[config.mk]
export PLATFORM = sky130hd
export DESIGN_NAME = pub_domain_arb_flat
export DESIGN_NICKNAME = d
export VERILOG_FILES = /design/src/rtl/pkg_tpu.sv /design/src/rtl/pub_domain_arb_if.sv /design/src/rtl/pub_dir_arb.sv /design/src/rtl/pub_domain_arb.sv /design/src/flat_wrapper.sv
export SDC_FILE = /design/constraint.sdc
export NUM_CORES = 1
export LEC_CHECK = 0
export ABC_AREA = 1
export CELL_PAD_IN_SITES_DETAIL_PLACEMENT = 0
export CELL_PAD_IN_SITES_GLOBAL_PLACEMENT = 1
export CORE_ASPECT_RATIO = 1.75
export CORE_MARGIN = 3
export CORE_UTILIZATION = 28
export DETAILED_ROUTE_END_ITERATION = 8
export MAX_ROUTING_LAYER = met4
export PLACE_DENSITY = 0.9
export SKIP_LAST_GASP = 1
export SYNTH_ARGS = -nofsm -noshare
export SYNTH_HDL_FRONTEND = slang
export SYNTH_HIERARCHICAL = 1
export SYNTH_SLANG_ARGS = --single-unit
[constraint.sdc]
create_clock -name clock -period 2.1 [get_ports clock]
set_clock_uncertainty 0.1 [all_clocks]
set_input_delay 0.315 -clock clock [delete_from_list [all_inputs] [get_ports clock]]
set_output_delay 0.315 -clock clock [all_outputs]
set_load 0.05 [all_outputs]
[src/rtl/pkg_tpu.sv]
// Shared types for the public-domain request arbiter.
package pkg_tpu;

  typedef logic [31:0] address_t;
  typedef logic [1:0]  grant_no_t;

  localparam int unsigned NUM_PUB_REQ = 3;

  typedef enum logic [1:0] {
    PUB_IDLE = 2'd0,
    PUB_WAIT = 2'd1,
    PUB_XFER = 2'd2,
    PUB_END  = 2'd3
  } pub_state_t;

  // Round-robin successor over clients 0..2.
  function automatic grant_no_t rr_next(input grant_no_t no);
    return (no == 2'd2) ? 2'd0 : no + 2'd1;
  endfunction

endpackage

[src/rtl/pub_domain_arb_if.sv]
// Store/load request and grant signals between the clients and the public-domain manager.
interface pub_domain_arb_if
  import pkg_tpu::*;
#(
  parameter int unsigned NUM_REQ   = NUM_PUB_REQ,
  parameter int unsigned WIDTH_LEN = 16
) ();

  logic [NUM_REQ-1:0]   I_St_Req,   I_Ld_Req;
  address_t             I_St_Base0, I_St_Base1, I_St_Base2;
  address_t             I_Ld_Base0, I_Ld_Base1, I_Ld_Base2;
  logic [WIDTH_LEN-1:0] I_St_Len0,  I_St_Len1,  I_St_Len2;
  logic [WIDTH_LEN-1:0] I_Ld_Len0,  I_Ld_Len1,  I_Ld_Len2;
  logic                 I_St_Ready, I_Ld_Ready;
  logic                 I_St_Beat,  I_Ld_Beat;

  logic [NUM_REQ-1:0]   O_St_Grant,   O_Ld_Grant;
  logic                 O_GrantVld_St, O_GrantVld_Ld;
  grant_no_t            O_GrantNo_St, O_GrantNo_Ld;
  address_t             O_St_Base,    O_Ld_Base;
  logic                 O_St_End,     O_Ld_End;
  logic                 O_St_Busy,    O_Ld_Busy;

  modport master (
    output I_St_Req, I_St_Base0, I_St_Base1, I_St_Base2, I_St_Len0, I_St_Len1, I_St_Len2,
           I_St_Ready, I_St_Beat,
           I_Ld_Req, I_Ld_Base0, I_Ld_Base1, I_Ld_Base2, I_Ld_Len0, I_Ld_Len1, I_Ld_Len2,
           I_Ld_Ready, I_Ld_Beat,
    input  O_St_Grant, O_GrantVld_St, O_GrantNo_St, O_St_Base, O_St_End, O_St_Busy,
           O_Ld_Grant, O_GrantVld_Ld, O_GrantNo_Ld, O_Ld_Base, O_Ld_End, O_Ld_Busy
  );

  modport slave (
    input  I_St_Req, I_St_Base0, I_St_Base1, I_St_Base2, I_St_Len0, I_St_Len1, I_St_Len2,
           I_St_Ready, I_St_Beat,
           I_Ld_Req, I_Ld_Base0, I_Ld_Base1, I_Ld_Base2, I_Ld_Len0, I_Ld_Len1, I_Ld_Len2,
           I_Ld_Ready, I_Ld_Beat,
    output O_St_Grant, O_GrantVld_St, O_GrantNo_St, O_St_Base, O_St_End, O_St_Busy,
           O_Ld_Grant, O_GrantVld_Ld, O_GrantNo_Ld, O_Ld_Base, O_Ld_End, O_Ld_Busy
  );

endinterface

[src/rtl/pub_dir_arb.sv]
// Single-direction round-robin arbiter: owner selection, grant hold, beat counting, end pulse.
module pub_dir_arb
  import pkg_tpu::*;
#(
  parameter int unsigned NUM_REQ   = NUM_PUB_REQ,
  parameter int unsigned WIDTH_LEN = 16
) (
  input  logic                 clock,
  input  logic                 reset,
  input  logic                 stall,
  input  logic [NUM_REQ-1:0]   req,
  input  address_t             base0,
  input  address_t             base1,
  input  address_t             base2,
  input  logic [WIDTH_LEN-1:0] len0,
  input  logic [WIDTH_LEN-1:0] len1,
  input  logic [WIDTH_LEN-1:0] len2,
  input  logic                 ready,
  input  logic                 beat,
  output logic [NUM_REQ-1:0]   grant,
  output logic                 grant_vld,
  output grant_no_t            grant_no,
  output address_t             base_out,
  output logic                 xfer_end,
  output logic                 busy
);

  localparam logic [WIDTH_LEN-1:0] LEN_ONE = WIDTH_LEN'(1);

  pub_state_t           state;
  grant_no_t            r_last, no_q, c1, c2, win;
  address_t             base_q, sel_base;
  logic [WIDTH_LEN-1:0] len_q, cnt, sel_len;

  // Priority order after the last owner: last+1, last+2, then last itself.
  always_comb begin
    c1  = rr_next(r_last);
    c2  = rr_next(c1);
    win = r_last;
    if (req[c1])      win = c1;
    else if (req[c2]) win = c2;
    sel_base = base2;
    sel_len  = len2;
    case (win)
      2'd0:    begin sel_base = base0; sel_len = len0; end
      2'd1:    begin sel_base = base1; sel_len = len1; end
      default: begin sel_base = base2; sel_len = len2; end
    endcase
  end

  always_ff @(posedge clock) begin
    if (reset) begin
      state  <= PUB_IDLE;
      r_last <= 2'd2;
      no_q   <= '0;
      base_q <= '0;
      len_q  <= '0;
      cnt    <= '0;
    end else if (!stall) begin
      case (state)
        PUB_IDLE: if (|req) begin
          no_q   <= win;
          base_q <= sel_base;
          len_q  <= (sel_len == '0) ? LEN_ONE : sel_len;
          r_last <= win;
          state  <= PUB_WAIT;
        end
        PUB_WAIT: if (ready) begin
          cnt   <= len_q;
          state <= PUB_XFER;
        end
        PUB_XFER: if (beat) begin
          cnt <= cnt - LEN_ONE;
          if (cnt == LEN_ONE) state <= PUB_END;
        end
        default: state <= PUB_IDLE;
      endcase
    end
  end

  // Outputs decode from registered state only; IDLE forces every grant output low.
  always_comb begin
    busy      = (state != PUB_IDLE);
    grant_vld = (state == PUB_WAIT);
    xfer_end  = (state == PUB_END);
    grant     = '0;
    grant_no  = '0;
    base_out  = '0;
    if (busy) begin
      grant[no_q] = 1'b1;
      grant_no    = no_q;
      base_out    = base_q;
    end
  end

endmodule

[src/rtl/pub_domain_arb.sv]
// Store and load request arbiters in front of the public-domain manager; only stall is shared.
module pub_domain_arb
  import pkg_tpu::*;
#(
  parameter int unsigned NUM_REQ   = NUM_PUB_REQ,
  parameter int unsigned WIDTH_LEN = 16
) (
  input  logic             clock,
  input  logic             reset,
  input  logic             I_Stall,
  pub_domain_arb_if.slave  bus
);

  pub_dir_arb #(.NUM_REQ(NUM_REQ), .WIDTH_LEN(WIDTH_LEN)) u_st (
    .clock     (clock),
    .reset     (reset),
    .stall     (I_Stall),
    .req       (bus.I_St_Req),
    .base0     (bus.I_St_Base0),
    .base1     (bus.I_St_Base1),
    .base2     (bus.I_St_Base2),
    .len0      (bus.I_St_Len0),
    .len1      (bus.I_St_Len1),
    .len2      (bus.I_St_Len2),
    .ready     (bus.I_St_Ready),
    .beat      (bus.I_St_Beat),
    .grant     (bus.O_St_Grant),
    .grant_vld (bus.O_GrantVld_St),
    .grant_no  (bus.O_GrantNo_St),
    .base_out  (bus.O_St_Base),
    .xfer_end  (bus.O_St_End),
    .busy      (bus.O_St_Busy)
  );

  pub_dir_arb #(.NUM_REQ(NUM_REQ), .WIDTH_LEN(WIDTH_LEN)) u_ld (
    .clock     (clock),
    .reset     (reset),
    .stall     (I_Stall),
    .req       (bus.I_Ld_Req),
    .base0     (bus.I_Ld_Base0),
    .base1     (bus.I_Ld_Base1),
    .base2     (bus.I_Ld_Base2),
    .len0      (bus.I_Ld_Len0),
    .len1      (bus.I_Ld_Len1),
    .len2      (bus.I_Ld_Len2),
    .ready     (bus.I_Ld_Ready),
    .beat      (bus.I_Ld_Beat),
    .grant     (bus.O_Ld_Grant),
    .grant_vld (bus.O_GrantVld_Ld),
    .grant_no  (bus.O_GrantNo_Ld),
    .base_out  (bus.O_Ld_Base),
    .xfer_end  (bus.O_Ld_End),
    .busy      (bus.O_Ld_Busy)
  );

endmodule

[src/flat_wrapper.sv]
// flat-port wrapper written by rule: the top's interface ports become plain ports
module pub_domain_arb_flat import pkg_tpu::*;
#(
  parameter int unsigned NUM_REQ   = NUM_PUB_REQ,
  parameter int unsigned WIDTH_LEN = 16
)
  (clock, reset, I_Stall, bus_I_St_Req, bus_I_St_Base0, bus_I_St_Base1, bus_I_St_Base2, bus_I_St_Len0, bus_I_St_Len1, bus_I_St_Len2, bus_I_St_Ready, bus_I_St_Beat, bus_I_Ld_Req, bus_I_Ld_Base0, bus_I_Ld_Base1, bus_I_Ld_Base2, bus_I_Ld_Len0, bus_I_Ld_Len1, bus_I_Ld_Len2, bus_I_Ld_Ready, bus_I_Ld_Beat, bus_O_St_Grant, bus_O_GrantVld_St, bus_O_GrantNo_St, bus_O_St_Base, bus_O_St_End, bus_O_St_Busy, bus_O_Ld_Grant, bus_O_GrantVld_Ld, bus_O_GrantNo_Ld, bus_O_Ld_Base, bus_O_Ld_End, bus_O_Ld_Busy);
  pub_domain_arb_if #(.NUM_REQ(NUM_REQ), .WIDTH_LEN(WIDTH_LEN)) bus_i ();
  input  logic clock;
  input  logic reset;
  input  logic I_Stall;
  input wire logic [$bits(bus_i.I_St_Req)-1:0] bus_I_St_Req;
  input wire logic [$bits(bus_i.I_St_Base0)-1:0] bus_I_St_Base0;
  input wire logic [$bits(bus_i.I_St_Base1)-1:0] bus_I_St_Base1;
  input wire logic [$bits(bus_i.I_St_Base2)-1:0] bus_I_St_Base2;
  input wire logic [$bits(bus_i.I_St_Len0)-1:0] bus_I_St_Len0;
  input wire logic [$bits(bus_i.I_St_Len1)-1:0] bus_I_St_Len1;
  input wire logic [$bits(bus_i.I_St_Len2)-1:0] bus_I_St_Len2;
  input wire logic [$bits(bus_i.I_St_Ready)-1:0] bus_I_St_Ready;
  input wire logic [$bits(bus_i.I_St_Beat)-1:0] bus_I_St_Beat;
  input wire logic [$bits(bus_i.I_Ld_Req)-1:0] bus_I_Ld_Req;
  input wire logic [$bits(bus_i.I_Ld_Base0)-1:0] bus_I_Ld_Base0;
  input wire logic [$bits(bus_i.I_Ld_Base1)-1:0] bus_I_Ld_Base1;
  input wire logic [$bits(bus_i.I_Ld_Base2)-1:0] bus_I_Ld_Base2;
  input wire logic [$bits(bus_i.I_Ld_Len0)-1:0] bus_I_Ld_Len0;
  input wire logic [$bits(bus_i.I_Ld_Len1)-1:0] bus_I_Ld_Len1;
  input wire logic [$bits(bus_i.I_Ld_Len2)-1:0] bus_I_Ld_Len2;
  input wire logic [$bits(bus_i.I_Ld_Ready)-1:0] bus_I_Ld_Ready;
  input wire logic [$bits(bus_i.I_Ld_Beat)-1:0] bus_I_Ld_Beat;
  output wire logic [$bits(bus_i.O_St_Grant)-1:0] bus_O_St_Grant;
  output wire logic [$bits(bus_i.O_GrantVld_St)-1:0] bus_O_GrantVld_St;
  output wire logic [$bits(bus_i.O_GrantNo_St)-1:0] bus_O_GrantNo_St;
  output wire logic [$bits(bus_i.O_St_Base)-1:0] bus_O_St_Base;
  output wire logic [$bits(bus_i.O_St_End)-1:0] bus_O_St_End;
  output wire logic [$bits(bus_i.O_St_Busy)-1:0] bus_O_St_Busy;
  output wire logic [$bits(bus_i.O_Ld_Grant)-1:0] bus_O_Ld_Grant;
  output wire logic [$bits(bus_i.O_GrantVld_Ld)-1:0] bus_O_GrantVld_Ld;
  output wire logic [$bits(bus_i.O_GrantNo_Ld)-1:0] bus_O_GrantNo_Ld;
  output wire logic [$bits(bus_i.O_Ld_Base)-1:0] bus_O_Ld_Base;
  output wire logic [$bits(bus_i.O_Ld_End)-1:0] bus_O_Ld_End;
  output wire logic [$bits(bus_i.O_Ld_Busy)-1:0] bus_O_Ld_Busy;
  assign bus_i.I_St_Req = bus_I_St_Req;
  assign bus_i.I_St_Base0 = bus_I_St_Base0;
  assign bus_i.I_St_Base1 = bus_I_St_Base1;
  assign bus_i.I_St_Base2 = bus_I_St_Base2;
  assign bus_i.I_St_Len0 = bus_I_St_Len0;
  assign bus_i.I_St_Len1 = bus_I_St_Len1;
  assign bus_i.I_St_Len2 = bus_I_St_Len2;
  assign bus_i.I_St_Ready = bus_I_St_Ready;
  assign bus_i.I_St_Beat = bus_I_St_Beat;
  assign bus_i.I_Ld_Req = bus_I_Ld_Req;
  assign bus_i.I_Ld_Base0 = bus_I_Ld_Base0;
  assign bus_i.I_Ld_Base1 = bus_I_Ld_Base1;
  assign bus_i.I_Ld_Base2 = bus_I_Ld_Base2;
  assign bus_i.I_Ld_Len0 = bus_I_Ld_Len0;
  assign bus_i.I_Ld_Len1 = bus_I_Ld_Len1;
  assign bus_i.I_Ld_Len2 = bus_I_Ld_Len2;
  assign bus_i.I_Ld_Ready = bus_I_Ld_Ready;
  assign bus_i.I_Ld_Beat = bus_I_Ld_Beat;
  assign bus_O_St_Grant = bus_i.O_St_Grant;
  assign bus_O_GrantVld_St = bus_i.O_GrantVld_St;
  assign bus_O_GrantNo_St = bus_i.O_GrantNo_St;
  assign bus_O_St_Base = bus_i.O_St_Base;
  assign bus_O_St_End = bus_i.O_St_End;
  assign bus_O_St_Busy = bus_i.O_St_Busy;
  assign bus_O_Ld_Grant = bus_i.O_Ld_Grant;
  assign bus_O_GrantVld_Ld = bus_i.O_GrantVld_Ld;
  assign bus_O_GrantNo_Ld = bus_i.O_GrantNo_Ld;
  assign bus_O_Ld_Base = bus_i.O_Ld_Base;
  assign bus_O_Ld_End = bus_i.O_Ld_End;
  assign bus_O_Ld_Busy = bus_i.O_Ld_Busy;
  pub_domain_arb #(.NUM_REQ(NUM_REQ), .WIDTH_LEN(WIDTH_LEN)) u_core (.clock(clock), .reset(reset), .I_Stall(I_Stall), .bus(bus_i));
endmodule
# ---- Word level (Yosys, flattened, before mapping)
# Cells that the tools add are included.
dict set report totals {
  register_bits 140
  in_bits 301
  out_inout_bits 80
  elab_cells 117
}
dict set report op_classes {
  n_addsub 6
  magnitude_cmp 8
  eq_ne 22
  mux 48
  bitwise 1
  reduce_logical 20
}
# op count
set ops {}
lappend ops {{16-bit one-hot mux with 2 select lines} 4}
lappend ops {{32-bit one-hot mux with 2 select lines} 2}
lappend ops {{16-bit two-way mux} 6}
lappend ops {{32-bit two-way mux} 2}
lappend ops {{2-bit two-way mux} 18}
lappend ops {{16-bit by 1-bit equality test with 1-bit output, second input constant} 2}
lappend ops {{16-bit logical NOT} 2}
lappend ops {{16-bit by 1-bit subtractor with 16-bit output, second input constant} 2}
lappend ops {{2-bit by 3-bit less-than comparator with 1-bit output, second input constant} 6}
lappend ops {{2-bit equality test, second input constant} 8}
lappend ops {{2-bit inequality test, second input constant} 8}
lappend ops {{2-bit one-hot mux with 3 select lines} 2}
lappend ops {{5-bit AND reduction} 2}
lappend ops {{2-bit by 1-bit adder with 2-bit output, second input constant} 4}
lappend ops {{1-bit binary-select mux with 2-bit select} 4}
lappend ops {{2-bit by 1-bit equality test with 1-bit output, second input constant} 4}
lappend ops {{2-bit logical NOT} 4}
lappend ops {{4-bit AND reduction} 2}
lappend ops {{2-bit nonzero test} 4}
lappend ops {{1-bit two-way mux} 6}
lappend ops {{3-bit two-way mux} 2}
lappend ops {{3-bit AND reduction} 2}
lappend ops {{3-bit OR reduction} 2}
lappend ops {{1-bit demux with 2-bit select} 2}
lappend ops {{other kinds (3)} 5}

# ---- Longest topological paths before layout
# Gate-level depths: netlist of run 1.
dict set report logic_depth {
  depth_word 12
  depth_mapped 16
  mapped_depth_nobuf 15
}

# ---- Modules after synthesis
# Netlist of run 1, hierarchy kept.
# mod n_inst cells_each area_each_um2 seq_area_each_um2
set by_module_without_submodules {}
lappend by_module_without_submodules {{pub_dir_arb at u_core.u_st} 1 701 4339.2 1381.3}
lappend by_module_without_submodules {{pub_dir_arb at u_core.u_ld} 1 660 4256.6 1381.3}

# ---- Worst setup path after synthesis of run 1
# OpenSTA, ideal clock, no wires.
dict set report synth_path {
  path_kind {register to output}
  startpoint {reg u_core.u_st.state[0]}
  endpoint {out bus_O_St_Grant[1]}
  arrival_time_ns 1.934
  t_required_ns 1.685
  setup_slack_ns -0.249
  stages_incl_launch_ff 5
  path_buffers 1
  path_cell_list {dfxtp_1 > inv_1 > ha_1 > clkbuf_1 > nor3_1}
}
dict set report synth_between {
  elab_chain_cells 2
}
# item line
set synth_lines {}
lappend synth_lines {{from (decl)} pub_dir_arb.sv:30} ;# pub_state_t state;
lappend synth_lines {{from (signal assigned)} pub_dir_arb.sv:53} ;# state <= PUB_IDLE;
lappend synth_lines {{from (signal assigned)} pub_dir_arb.sv:66} ;# state <= PUB_WAIT;
lappend synth_lines {{from (signal assigned)} pub_dir_arb.sv:70} ;# state <= PUB_XFER;
lappend synth_lines {{2-bit nonzero test} pub_dir_arb.sv:83} ;# busy = (state != PUB_IDLE);
lappend synth_lines {{3-bit two-way mux} pub_dir_arb.sv:89} ;# if (busy) begin
lappend synth_lines {{to (decl)} flat_wrapper.sv:30} ;# output wire logic [$bits(bus_i.O_St_Grant)-1:0] bus_O_St_Grant;
# No other way between the ends.

# ---- Final worst setup path of run 1
dict set report layout_path {
  startpoint {reg u_core.u_st.state[1]}
  endpoint {reg u_core.u_st.base_q[18]}
}
dict set report layout_between {
  elab_chain_cells 2
}
# item line
set layout_lines {}
lappend layout_lines {{2-bit logical NOT} pub_dir_arb.sv:60} ;# case (state)
lappend layout_lines {{3-bit AND reduction (no source line)} -}
lappend layout_lines {{to (signal assigned)} pub_dir_arb.sv:63} ;# base_q <= sel_base;
lappend layout_lines {{to (decl)} pub_dir_arb.sv:32} ;# address_t base_q, sel_base;
# No other way between the ends.
# A chain may end at the register's enable or synchronous reset.

==> results of run 1 <==
## final timing paths
| check | end | slack [ns] | cells after the start |
|---|---|---|---|
| max | u_core/u_st/base_q[18]$_SDFFE_PP0P_ | 0.01 | 7 |
| min | u_core/u_st/len_q[9]$_SDFFE_PP0P_ | 0.24 | 2 |
| max reg2reg | u_core/u_st/base_q[18]$_SDFFE_PP0P_ | 0.01 | 7 |
| min reg2reg | u_core/u_st/len_q[9]$_SDFFE_PP0P_ | 0.36 | 2 |
## cell usage after synthesis
| cell type | n | area share (%) |
|---|---|---|
| sky130_fd_sc_hd__a211o_1 | 1 | 0.10 |
| sky130_fd_sc_hd__a211oi_1 | 4 | 0.35 |
| sky130_fd_sc_hd__a21oi_1 | 132 | 7.7 |
| sky130_fd_sc_hd__a21oi_2 | 1 | 0.10 |
| sky130_fd_sc_hd__a22o_1 | 24 | 2.4 |
| sky130_fd_sc_hd__a22oi_1 | 19 | 1.7 |
| sky130_fd_sc_hd__a31oi_1 | 9 | 0.65 |
| sky130_fd_sc_hd__buf_1 | 8 | 0.35 |
| sky130_fd_sc_hd__buf_2 | 19 | 1.1 |
| sky130_fd_sc_hd__buf_4 | 6 | 0.52 |
| sky130_fd_sc_hd__buf_6 | 7 | 0.92 |
| sky130_fd_sc_hd__clkbuf_1 | 48 | 2.1 |
| sky130_fd_sc_hd__clkinv_1 | 4 | 0.17 |
| sky130_fd_sc_hd__dfxtp_1 | 138 | 32 |
| sky130_fd_sc_hd__ha_1 | 12 | 1.7 |
| sky130_fd_sc_hd__inv_1 | 168 | 7.3 |
| sky130_fd_sc_hd__inv_2 | 4 | 0.17 |
| sky130_fd_sc_hd__nand2_1 | 305 | 13 |
| sky130_fd_sc_hd__nand2_2 | 2 | 0.15 |
| sky130_fd_sc_hd__nand2_4 | 5 | 0.65 |
| sky130_fd_sc_hd__nand3_1 | 117 | 6.8 |
| sky130_fd_sc_hd__nand3_2 | 1 | 0.12 |
| sky130_fd_sc_hd__nand3b_1 | 1 | 0.087 |
| sky130_fd_sc_hd__nand4_1 | 29 | 2.1 |
| sky130_fd_sc_hd__nor2_1 | 161 | 7.0 |
| sky130_fd_sc_hd__nor2_2 | 5 | 0.36 |
| sky130_fd_sc_hd__nor3_1 | 18 | 1.0 |
| sky130_fd_sc_hd__nor3_2 | 2 | 0.23 |
| sky130_fd_sc_hd__nor4_1 | 3 | 0.22 |
| sky130_fd_sc_hd__o211ai_1 | 47 | 4.1 |
| sky130_fd_sc_hd__o21ai_0 | 45 | 2.6 |
| sky130_fd_sc_hd__o221ai_1 | 3 | 0.31 |
| sky130_fd_sc_hd__o31ai_1 | 2 | 0.17 |
| sky130_fd_sc_hd__or2_2 | 1 | 0.073 |
| sky130_fd_sc_hd__xnor2_1 | 4 | 0.41 |
| sky130_fd_sc_hd__xor2_1 | 6 | 0.61 |
## power by group through the flow
| stage | Combinational [mW] | Sequential, mW | Clock, mW |
|---|---|---|---|
| 6_report | 6.52 | 3.30 | 3.01 |
| 5_1_grt | 7.09 | 3.34 | 3.21 |
| 4_1_cts | 6.38 | 3.29 | 3.13 |
| 3_5_place_dp | 6.04 | 3.34 | 0 |
| 3_3_place_gp | 5.98 | 3.32 | 0 |
| 2_1_floorplan | 3.65 | 3.26 | 0 |
## through the flow
step	total power [mW]	setup WS, ns	std cells	cell area, µm²
2_1_floorplan	6.90	-0.249	1361	8660
3_3_place_gp	9.31	-0.325	2141	13300
3_5_place_dp	9.38	-0.374	2141	13300
4_1_cts	12.8	-0.0700	2174	14200
5_1_grt	13.7	-0.0979	2177	14400
6_report	12.8	0.0111	2177	14400
## cell usage in the layout (no fill, tap or decap), drive strengths merged, types with 4 or more instances in the layout
cell type / count
a211oi: 4
a21oi: 133
a22o: 24
a22oi: 19
a31oi: 9
buf: 186
clkbuf: 23
clkdlybuf4s50: 298
clkinv: 4
dfxtp: 138
ha: 12
inv: 176
nand2: 312
nand3: 118
nand4: 29
nor2: 166
nor3: 20
o211ai: 47
o21ai: 45
xnor2: 4
xor2: 6
## kinds of logic (layout without fill, tap and decap cells)
family | Yosys count | after routing
simple gates | 650 | 650
buf+inv | 264 | 693
fa+ha+maj | 12 | 12
compound gates | 287 | 287
flops | 138 | 138
xor+xnor | 10 | 10
## layout make-up
type                    count  area (µm²)
clock buffers              22         464
repair buffers            486        4890
fillers                  3014       15800
inverters                 176         663
flip-flops and latches    138        2780
well taps                 387         484
clock inverters             9         114
multi-input cells         959        5000
## sequential cells by signal, summed over array words and instances (netlist names)
register	flops
u_core/u_st/base_q	32
u_core/u_st/state	2
u_core/u_ld/state	2
u_core/u_st/len_q	16
u_core/u_ld/cnt	16
u_core/u_st/r_last	2
u_core/u_st/cnt	16
u_core/u_st/no_q	1
u_core/u_ld/len_q	16
u_core/u_ld/no_q	1
u_core/u_ld/r_last	2
u_core/u_ld/base_q	32
## critical path, cell delays in order, from the launching register on
cell and delay [ns]:
sky130_fd_sc_hd__dfxtp_2 0.33, sky130_fd_sc_hd__inv_2 0.08, sky130_fd_sc_hd__ha_4 0.21, sky130_fd_sc_hd__inv_1 0.12, sky130_fd_sc_hd__nor3_4 0.22, sky130_fd_sc_hd__buf_4 0.50, sky130_fd_sc_hd__nand2_1 0.27, sky130_fd_sc_hd__a31oi_1 0.18
## layer usage
layer	GRT usage, %	routed length, µm
met1	20.4	12400
met2	39.8	18900
met3	4.21	2360
met4	10.3	1390
met5	-	0
## what timing repair did
action                                 in CTS  in global routing
resized for setup                          75                 46
setup endpoints to repair                  75                109
pin swaps                                   2                  2
endpoints found under the hold margin       0                  0
setup buffers                               0                  2
gates cloned                                2                  1
==> out/qor.txt, run 1 <==
CLOCK NETWORK
--------------------------------------------------------------------------------
CTS clk-pin slew, worst paths                                            0.06 ns
Insertion delay to the later sink of the worst-skew pair                 0.44 ns
Clock H-tree levels                                                            4
Post-CTS Hold Buffers                                                          0
TritonCTS clock tree                                                       built
Clock Sinks                                                                  138
Cell at the root of the clock tree                                  sky130_fd_sc_hd__clkbuf_16
Worst-case clock buffer depth                                                  2
Cts bufs inserted                                                             17

GLOBAL ROUTE
--------------------------------------------------------------------------------
Antenna violations before repair                                               0
Via count of the first global-routing pass                                 10800
GRT overflow                                                                   0
GRT Resource Usage Total                                                   21.1%
Global-route wire length before repair                                  54700 µm
Largest net degree at the start of global routing                             50

DETAILED ROUTING
--------------------------------------------------------------------------------
Vias per inst                                                               4.93
Residual DRC count                                                             0
Post-route antenna net violation count                                         0
Number of DRC markers after the initial detailed-route iteration             417
Vias post-DR                                                               10700
Drt pass-1 iters                                                               5
Routed len/inst                                                          16.1 µm
Total wire length                                                       35200 µm

YOSYS
--------------------------------------------------------------------------------
Post-synthesis compound-gate area fraction                                 20.2%
Xor/xnor share of the synthesized area                                     1.02%
#FFs+latches synth                                                           138
Combinational family with the most area after synthesis             simple AND/OR/NAND/NOR gates
Fraction of synthesized area in multiplexers                                  0%
Synthesized netlist cell count                                              1361
Syn nets                                                                    1674
Synthesized-area fraction occupied by adder cells                          1.75%
Post-Syn Area per Cell                                                  6.32 µm²
Synthesis warning total                                                        6
Post-Syn Area                                                        0.00860 mm²
Share of synthesized area occupied by flip-flops and latches               32.1%
Synth cell types                                                              36
Simple logic cell fraction of the synthesized area                         32.2%

SETUP PATH
--------------------------------------------------------------------------------
WP data required                                                         2.37 ns
Kind of launch point of the worst setup path                           flip-flop
Worst r2r src                                                       u_core/u_st/state[1]$_SDFFE_PP0P_
CP Capture Type                                                        flip-flop
CP max FO                                                                     49
Startpoint of the worst setup timing path                           u_core/u_st/state[1]$_SDFFE_PP0P_
Crit path arrival time                                                   2.36 ns
Kind of critical path                                                 reg -> reg

CELLS AND AREA
--------------------------------------------------------------------------------
Relative area change from synthesis to final layout                        67.6%
Count of inserted antenna diode cells                                          0
Final Core Density                                                         47.7%
Fraction of final layout cells with drive strength greater than 1          17.2%
Nets@finish                                                                 2091

POWER AND IR DROP
--------------------------------------------------------------------------------
Switching power                                                          5.22 mW
PwrDens                                                               891 mW/mm²
Relative contribution of sequential cells to total power                   25.7%
Cell Int Power                                                           7.61 mW
Lkg Pwr                                                                  6.09 nW
Share of total power consumed by net switching                             40.7%
Relative contribution of combinational cells to total power                50.8%
Worst-case vdd ir drop                                                  0.625 mV
Clock network fraction of design power                                     23.5%

STA
--------------------------------------------------------------------------------
Final period util                                                          99.5%
Transition time of the tightest slew-check pin                          0.552 ns
Count of endpoints failing setup in the final report                           0
Worst hold slack after final layout                                     0.245 ns
RSZ-0062 raised after global routing                                         yes
Worst slew margin relative to its limit                                    63.2%
Max Slew Vio Count                                                             0
Count of final hold-check violations                                           0
Highest attainable clock frequency                                     0.479 GHz
Minimum period implied by the final worst setup slack                    2.09 ns
Total negative slack for setup checks                                       0 ns

FLOW RUN
--------------------------------------------------------------------------------
Max-cap check violation count                                                  0

FLOORPLANNING
--------------------------------------------------------------------------------
Number of top-level pins                                                     381
Effective utilization at floorplan                                         28.5%
Horizontal extent of the die                                              138 µm
Die height                                                                238 µm
Std cell rows                                                                 84
Total die area                                                        0.0329 mm²
Area of the core region                                               0.0302 mm²

WORST HOLD PATH
--------------------------------------------------------------------------------
Worst hold-check path type                                             in -> reg
Worst Hold Launch                                                          reset

PLACEMENT
--------------------------------------------------------------------------------
GP Congestion                                                              0.931
Detail Placement HPWL                                                   26900 µm
Count of buffers from port buffering                                         380

OUTCOME
--------------------------------------------------------------------------------
Outcome                                                             finished clean

No activity file was read; power rests on OpenSTA's default activity.
==> run 2, diff against run 1 <==
--- a/config.mk
+++ b/config.mk
@@ -11,9 +11,10 @@
 export CORE_ASPECT_RATIO = 1.75
 export CORE_MARGIN = 3
 export CORE_UTILIZATION = 28
+export CTS_CLUSTER_SIZE = 16
 export DETAILED_ROUTE_END_ITERATION = 8
 export MAX_ROUTING_LAYER = met4
-export PLACE_DENSITY = 0.9
+export PLACE_DENSITY = 0.8
 export SKIP_LAST_GASP = 1
 export SYNTH_ARGS = -nofsm -noshare
 export SYNTH_HDL_FRONTEND = slang
==> out/qor.txt, run 2 (synthesis gave the netlist of run 1 again) <==
OUTCOME
--------------------------------------------------------------------------------
Outcome                                                             finished clean   unchanged

CLOCK NETWORK
--------------------------------------------------------------------------------
Cts bufs inserted                                                             17   unchanged
Worst-case clock buffer depth                                                  2   unchanged
Clock Sinks                                                                  138   unchanged
Post-CTS Hold Buffers                                                          0   unchanged
Insertion delay to the later sink of the worst-skew pair                 0.44 ns   about the same
Clock H-tree levels                                                            4   unchanged
CTS clk-pin slew, worst paths                                            0.06 ns   about the same
TritonCTS clock tree                                                       built   unchanged
Cell at the root of the clock tree                                  sky130_fd_sc_hd__clkbuf_16   unchanged

GLOBAL ROUTE
--------------------------------------------------------------------------------
Via count of the first global-routing pass                                 10700   was 10800
GRT Resource Usage Total                                                   20.7%   was 21.1%
GRT overflow                                                                   0   unchanged
Antenna violations before repair                                               0   unchanged
Largest net degree at the start of global routing                             81   was 50
Global-route wire length before repair                                  53900 µm   was 54700 µm

SETUP PATH
--------------------------------------------------------------------------------
CP max FO                                                                     19   was 49
Crit path arrival time                                                   1.61 ns   was 2.36 ns
Setup slack, reg-to-reg                                                  0.10 ns   was 0.01 ns
CP Capture Type                                                      output port   was flip-flop
Kind of critical path                                                 reg -> out   was reg -> reg
Kind of launch point of the worst setup path                           flip-flop   unchanged
WP data required                                                         1.68 ns   was 2.37 ns

CELLS AND AREA
--------------------------------------------------------------------------------
Count of inserted antenna diode cells                                          0   unchanged
Most common cell after layout, fill and taps aside                  sky130_fd_sc_hd__nand2_1   unchanged
Fraction of final layout cells with drive strength greater than 1          16.1%   was 17.2%
Largest regs                                                        u_core/u_ld/base_q: 32 flops, u_core/u_st/base_q: 32 flops   unchanged
Commonest cells after routing, fill and taps aside                  sky130_fd_sc_hd__nand2_1, sky130_fd_sc_hd__clkdlybuf4s50_1, sky130_fd_sc_hd__inv_1, sky130_fd_sc_hd__buf_4, sky130_fd_sc_hd__nor2_1   was sky130_fd_sc_hd__nand2_1, sky130_fd_sc_hd__clkdlybuf4s50_1, sky130_fd_sc_hd__inv_1, sky130_fd_sc_hd__a21oi_1, sky130_fd_sc_hd__dfxtp_1
Footprint of the multi-input gates                                   0.00493 mm²   was 0.00500 mm²
Nets@finish                                                                 2092   was 2091
Fill cell total of the finished layout                                      3064   was 3014
Final Core Density                                                         47.3%   was 47.7%
Area used by sequential logic in the layout                          0.00278 mm²   about the same
Relative area change from synthesis to final layout                        65.9%   was 67.6%

STA
--------------------------------------------------------------------------------
Highest attainable clock frequency                                     0.494 GHz   was 0.479 GHz
Final period util                                                          96.4%   was 99.5%
Minimum period implied by the final worst setup slack                    2.03 ns   was 2.09 ns
Count of final hold-check violations                                           0   unchanged
Total negative slack for setup checks                                       0 ns   unchanged
Worst slew margin relative to its limit                                    51.5%   was 63.2%
Transition time of the tightest slew-check pin                          0.723 ns   was 0.552 ns
Max Slew Vio Count                                                             0   unchanged
RSZ-0062 raised after global routing                                         yes   unchanged
Count of endpoints failing setup in the final report                           0   unchanged

PLACEMENT
--------------------------------------------------------------------------------
Detail Placement HPWL                                                   26200 µm   was 26900 µm
Count of buffers from port buffering                                         380   unchanged
GP Congestion                                                              0.883   was 0.931

DETAILED ROUTING
--------------------------------------------------------------------------------
Number of DRC markers after the initial detailed-route iteration             418   was 417
Vias per inst                                                               4.80   was 4.93
Residual DRC count                                                             0   unchanged
Post-route antenna net violation count                                         0   unchanged
Drt pass-1 iters                                                               5   unchanged
Total wire length                                                       34200 µm   was 35200 µm
Vias post-DR                                                               10500   was 10700
Routed len/inst                                                          15.7 µm   was 16.1 µm

POWER AND IR DROP
--------------------------------------------------------------------------------
Lkg Pwr                                                                  6.09 nW   about the same
Pwr Total                                                                12.9 mW   was 12.8 mW
Worst-case vdd ir drop                                                  0.653 mV   was 0.625 mV
PwrDens                                                               906 mW/mm²   was 891 mW/mm²

FLOORPLANNING
--------------------------------------------------------------------------------
Total die area                                                        0.0329 mm²   unchanged
Std cell rows                                                                 84   unchanged
Die height                                                                238 µm   unchanged
Effective utilization at floorplan                                         28.5%   unchanged
Number of top-level pins                                                     381   unchanged
Area of the core region                                               0.0302 mm²   unchanged
Horizontal extent of the die                                              138 µm   unchanged

FLOW RUN
--------------------------------------------------------------------------------
Max-cap check violation count                                                  0   unchanged

WORST HOLD PATH
--------------------------------------------------------------------------------
Worst hold-check path type                                             in -> reg   unchanged

-- run 2: cell types whose count changed in the layout (fill, tap and decap cells not counted), moves of 3 or more --
cell / change
sky130_fd_sc_hd__nor2_1: +18
sky130_fd_sc_hd__buf_4: +15
sky130_fd_sc_hd__nor2_2: -10
sky130_fd_sc_hd__nor2_4: -8
sky130_fd_sc_hd__buf_8: -7
sky130_fd_sc_hd__inv_2: -4
sky130_fd_sc_hd__buf_6: -3
sky130_fd_sc_hd__dfxtp_2: +3
sky130_fd_sc_hd__dfxtp_4: -3
sky130_fd_sc_hd__inv_1: +3
-- run 2: final timing paths --
path                                         end  depth (start not counted)                               start
max                            bus_O_St_Base[15]                          5   u_core/u_st/state[0]$_SDFFE_PP0P_
min          u_core/u_st/base_q[25]$_SDFFE_PP0P_                          2                               reset
max reg2reg  u_core/u_st/base_q[21]$_SDFFE_PP0P_                         10   u_core/u_st/state[0]$_SDFFE_PP0P_
min reg2reg   u_core/u_st/len_q[15]$_SDFFE_PP0P_                          2  u_core/u_st/len_q[15]$_SDFFE_PP0P_
-- run 2: area by class of cell --
class                   count  area share [%]
multi-input cells         959            34.5
repair buffers            487            33.4
flip-flops and latches    138            19.5
inverters                 176            4.64
clock buffers              22            3.40
well taps                 387            3.40
clock inverters            10            1.14
-- run 2: stage by stage --
stage	hold WS [ns]	std cells	setup WS [ns]	cell area, µm²
after global routing	0.116	2179	-0.0314	14300
after CTS	0.0930	2176	-0.0405	14100
after detailed placement	0.358	2144	-0.287	13300
after floorplan	0.343	1361	-0.249	8660
final	0.119	2179	0.0750	14300
after global placement	0.353	2144	-0.269	13300
-- run 2: power by group --
group / leakage [nW] / switching (mW) / total (mW) / internal, mW
clock: 0.313 / 1.24 / 3.36 / 2.12
combinational: 4.64 / 3.60 / 6.27 / 2.68
sequential: 1.13 / 0.271 / 3.29 / 3.02
total: 6.09 / 5.11 / 12.9 / 7.82
-- run 2: timing repair --
item,4_1_cts,5_1_grt
resized for setup,41,27
setup endpoints to repair,74,157
setup buffers,0,2
gates cloned,0,1
pin swaps,0,3
-- run 2: routing by layer --
layer / track usage (%) / vias to the layer above / share of wire, %
li1: - / 5302 / -
met1: 20.2 / 4723 / 37
met2: 39.4 / 382 / 54
met3: 4.69 / 49 / 6.4
met4: 8.18 / 0 / 3.1
met5: - / - / 0
-- run 2: worst max-delay path, stage by stage, from the launching register on --
cell	delay, ns
sky130_fd_sc_hd__dfxtp_2	0.35
sky130_fd_sc_hd__inv_1	0.09
sky130_fd_sc_hd__ha_4	0.20
sky130_fd_sc_hd__clkbuf_16	0.20
sky130_fd_sc_hd__nor2_2	0.12
sky130_fd_sc_hd__buf_4	0.20
==> run 3, diff against run 2 <==
--- a/config.mk
+++ b/config.mk
@@ -13,6 +13,7 @@
 export CORE_UTILIZATION = 28
 export CTS_CLUSTER_SIZE = 16
 export DETAILED_ROUTE_END_ITERATION = 8
+export HOLD_SLACK_MARGIN = 0.1
 export MAX_ROUTING_LAYER = met4
 export PLACE_DENSITY = 0.8
 export SKIP_LAST_GASP = 1
==> out/qor.txt, run 3 (synthesis gave the netlist of run 1 again) <==
PLACEMENT
--------------------------------------------------------------------------------
GP Congestion                                                              0.883   unchanged
Count of buffers from port buffering                                         380   unchanged
Detail Placement HPWL                                                   26200 µm   unchanged

SETUP PATH
--------------------------------------------------------------------------------
Kind of critical path                                                 reg -> out   unchanged
Crit path arrival time                                                   1.61 ns   about the same
Count of cells along the worst register-to-register path                      10   unchanged
CP max FO                                                                     19   unchanged
Critical path's largest stage delay                                      0.35 ns   about the same
WP data required                                                         1.68 ns   about the same
CP Capture Type                                                      output port   unchanged
Worst r2r src                                                       u_core/u_st/state[0]$_SDFFE_PP0P_   unchanged
Cells along the critical path                                       inv_1, ha_4, clkbuf_16, nor2_2, buf_4   unchanged
Kind of launch point of the worst setup path                           flip-flop   unchanged
Setup slack, reg-to-reg                                                  0.11 ns   was 0.10 ns
Worst r2r dst                                                       u_core/u_st/base_q[21]$_SDFFE_PP0P_   unchanged
WP depth                                                                       5   unchanged
Cell family with most CP delay                                      buffers and inverters   unchanged
Worst setup path endpoint                                           bus_O_St_Base[15]   unchanged
CP max-delay cell                                                   sky130_fd_sc_hd__dfxtp_2   unchanged
Buffers & Inverters on Critical Path                                           3   unchanged
Startpoint of the worst setup timing path                           u_core/u_st/state[0]$_SDFFE_PP0P_   unchanged

STA
--------------------------------------------------------------------------------
Worst hold slack after final layout                                     0.357 ns   was 0.119 ns
Highest attainable clock frequency                                     0.494 GHz   about the same
Transition time of the tightest slew-check pin                          0.723 ns   about the same
RSZ-0062 raised after global routing                                         yes   unchanged
Worst slew margin relative to its limit                                    51.5%   about the same
Minimum period implied by the final worst setup slack                    2.02 ns   was 2.03 ns
Count of endpoints failing setup in the final report                           0   unchanged
Max Slew Vio Count                                                             0   unchanged
Total negative slack for setup checks                                       0 ns   unchanged
Final period util                                                          96.4%   about the same
Count of final hold-check violations                                           0   unchanged

GLOBAL ROUTE
--------------------------------------------------------------------------------
Global-route wire length before repair                                  53900 µm   about the same
Largest net degree at the start of global routing                             81   unchanged
Antenna violations before repair                                               0   unchanged
GRT Resource Usage Total                                                   20.7%   about the same
Via count of the first global-routing pass                                 10700   about the same
GRT overflow                                                                   0   unchanged

CLOCK NETWORK
--------------------------------------------------------------------------------
Cell at the root of the clock tree                                  sky130_fd_sc_hd__clkbuf_16   unchanged
Cts bufs inserted                                                             17   unchanged
Worst-case clock buffer depth                                                  2   unchanged
Clock Sinks                                                                  138   unchanged
Insertion delay to the later sink of the worst-skew pair                 0.44 ns   about the same
Clock H-tree levels                                                            4   unchanged
TritonCTS clock tree                                                       built   unchanged
CTS clk-pin slew, worst paths                                            0.06 ns   about the same

OUTCOME
--------------------------------------------------------------------------------
Outcome                                                             finished clean   unchanged

DETAILED ROUTING
--------------------------------------------------------------------------------
Total met3 wirelength after detailed routing                             2120 µm   was 2200 µm
Total wire length                                                       34300 µm   was 34200 µm
Post-route antenna net violation count                                         0   unchanged
Routed len/inst                                                          15.8 µm   was 15.7 µm
Vias per inst                                                               4.79   was 4.80
Met1 WL                                                                 12700 µm   was 12500 µm
Vias post-DR                                                               10500   about the same
Number of DRC markers after the initial detailed-route iteration             411   was 418
Sum of met2 wire segment lengths after detailed routing                 18600 µm   was 18500 µm
Residual DRC count                                                             0   unchanged
DR top layer                                                                met4   unchanged
Drt pass-1 iters                                                               5   unchanged

FLOORPLANNING
--------------------------------------------------------------------------------
Area of the core region                                               0.0302 mm²   unchanged
Total die area                                                        0.0329 mm²   unchanged
Number of top-level pins                                                     381   unchanged
Std cell rows                                                                 84   unchanged
Horizontal extent of the die                                              138 µm   unchanged
Effective utilization at floorplan                                         28.5%   unchanged
Die height                                                                238 µm   unchanged

CELLS AND AREA
--------------------------------------------------------------------------------
Commonest cells after routing, fill and taps aside                  sky130_fd_sc_hd__nand2_1, sky130_fd_sc_hd__clkdlybuf4s50_1, sky130_fd_sc_hd__inv_1, sky130_fd_sc_hd__buf_4, sky130_fd_sc_hd__nor2_1   unchanged
Largest regs                                                        u_core/u_ld/base_q: 32 flops, u_core/u_st/base_q: 32 flops   unchanged
Count of inserted antenna diode cells                                          0   unchanged
Fraction of final layout cells with drive strength greater than 1          16.1%   about the same
Nets@finish                                                                 2093   was 2092
Relative area change from synthesis to final layout                        66.0%   was 65.9%
Most common cell after layout, fill and taps aside                  sky130_fd_sc_hd__nand2_1   unchanged

POWER AND IR DROP
--------------------------------------------------------------------------------
PwrDens                                                               906 mW/mm²   about the same
Lkg Pwr                                                                  6.09 nW   about the same
Worst-case vdd ir drop                                                  0.655 mV   was 0.653 mV

WORST HOLD PATH
--------------------------------------------------------------------------------
Worst hold-check path type                                             in -> reg   unchanged

FLOW RUN
--------------------------------------------------------------------------------
Max-cap check violation count                                                  0   unchanged

-- run 3: cell types whose count changed in the layout (fill, tap and decap cells not counted), sizes merged --
cell / before / now
dlygate4sd3: 0 / 1
-- run 3: power breakdown --
| group | leakage, nW | switching [mW] | internal, mW |
|---|---|---|---|
| logic | 4.65 | 3.60 | 2.68 |
| clock network | 0.313 | 1.24 | 2.12 |
| registers | 1.13 | 0.271 | 3.02 |
| total | 6.09 | 5.12 | 7.82 |
-- run 3: final cells by class --
type / count / area [µm²]
clock buffers: 22 / 484
clock inverters: 10 / 163
fillers: 3065 / 15900
inverters: 176 / 662
multi-input cells: 959 / 4930
flip-flops and latches: 138 / 2780
well taps: 387 / 484
repair buffers: 488 / 4780
-- run 3: tightest hold or removal path, stage by stage --
cell	delay (ns)
sky130_fd_sc_hd__clkdlybuf4s50_1	0.39
sky130_fd_sc_hd__nand2_1	0.07
sky130_fd_sc_hd__a31oi_1	0.07
-- run 3: timing repair --
| action | CTS | global route |
|---|---|---|
| endpoints found under the setup margin | 74 | 157 |
| setup buffers | 0 | 2 |
| hold endpoints to repair | 4 | 0 |
| hold buffers | 1 | 0 |
| cloned | 0 | 1 |
| pin swaps | 0 | 3 |
| resized for setup | 41 | 27 |
-- run 3: per-stage QoR --
| stage | power (mW) | std cells | cell area [µm²] | setup slack, ns | utilization, % |
|---|---|---|---|---|---|
| final | 12.9 | 2180 | 14300 | 0.0764 | 47.3 |
| after global routing | 13.8 | 2180 | 14300 | -0.0314 | 47.3 |
| after CTS | 12.9 | 2177 | 14100 | -0.0405 | 46.8 |
| after detailed placement | 9.40 | 2144 | 13300 | -0.287 | 44.2 |
| after global placement | 9.35 | 2144 | 13300 | -0.269 | 44.2 |
| after floorplan | 6.90 | 1361 | 8660 | -0.249 | - |
-- run 3: worst min-delay path by stage --
stage / startpoint / endpoint / cells past startpoint
after floorplan: u_core/u_st/cnt[6]$_SDFFE_PP0P_ / u_core/u_st/cnt[6]$_SDFFE_PP0P_ / 2
after global placement: u_core/u_st/cnt[13]$_SDFFE_PP0P_ / u_core/u_st/cnt[13]$_SDFFE_PP0P_ / 2
after detailed placement: u_core/u_st/len_q[15]$_SDFFE_PP0P_ / u_core/u_st/len_q[15]$_SDFFE_PP0P_ / 2
after CTS: bus_I_St_Base2[8] / u_core/u_st/base_q[8]$_SDFFE_PP0P_ / 3
after global routing: bus_I_St_Base2[8] / u_core/u_st/base_q[8]$_SDFFE_PP0P_ / 3
final: bus_I_St_Base2[8] / u_core/u_st/base_q[8]$_SDFFE_PP0P_ / 3
-- run 3: layer usage --
metal,vias up,track usage [%]
li1,5304,-
met1,4743,20.2
met2,363,39.4
met3,43,4.69
met4,0,8.18
met5,-,-
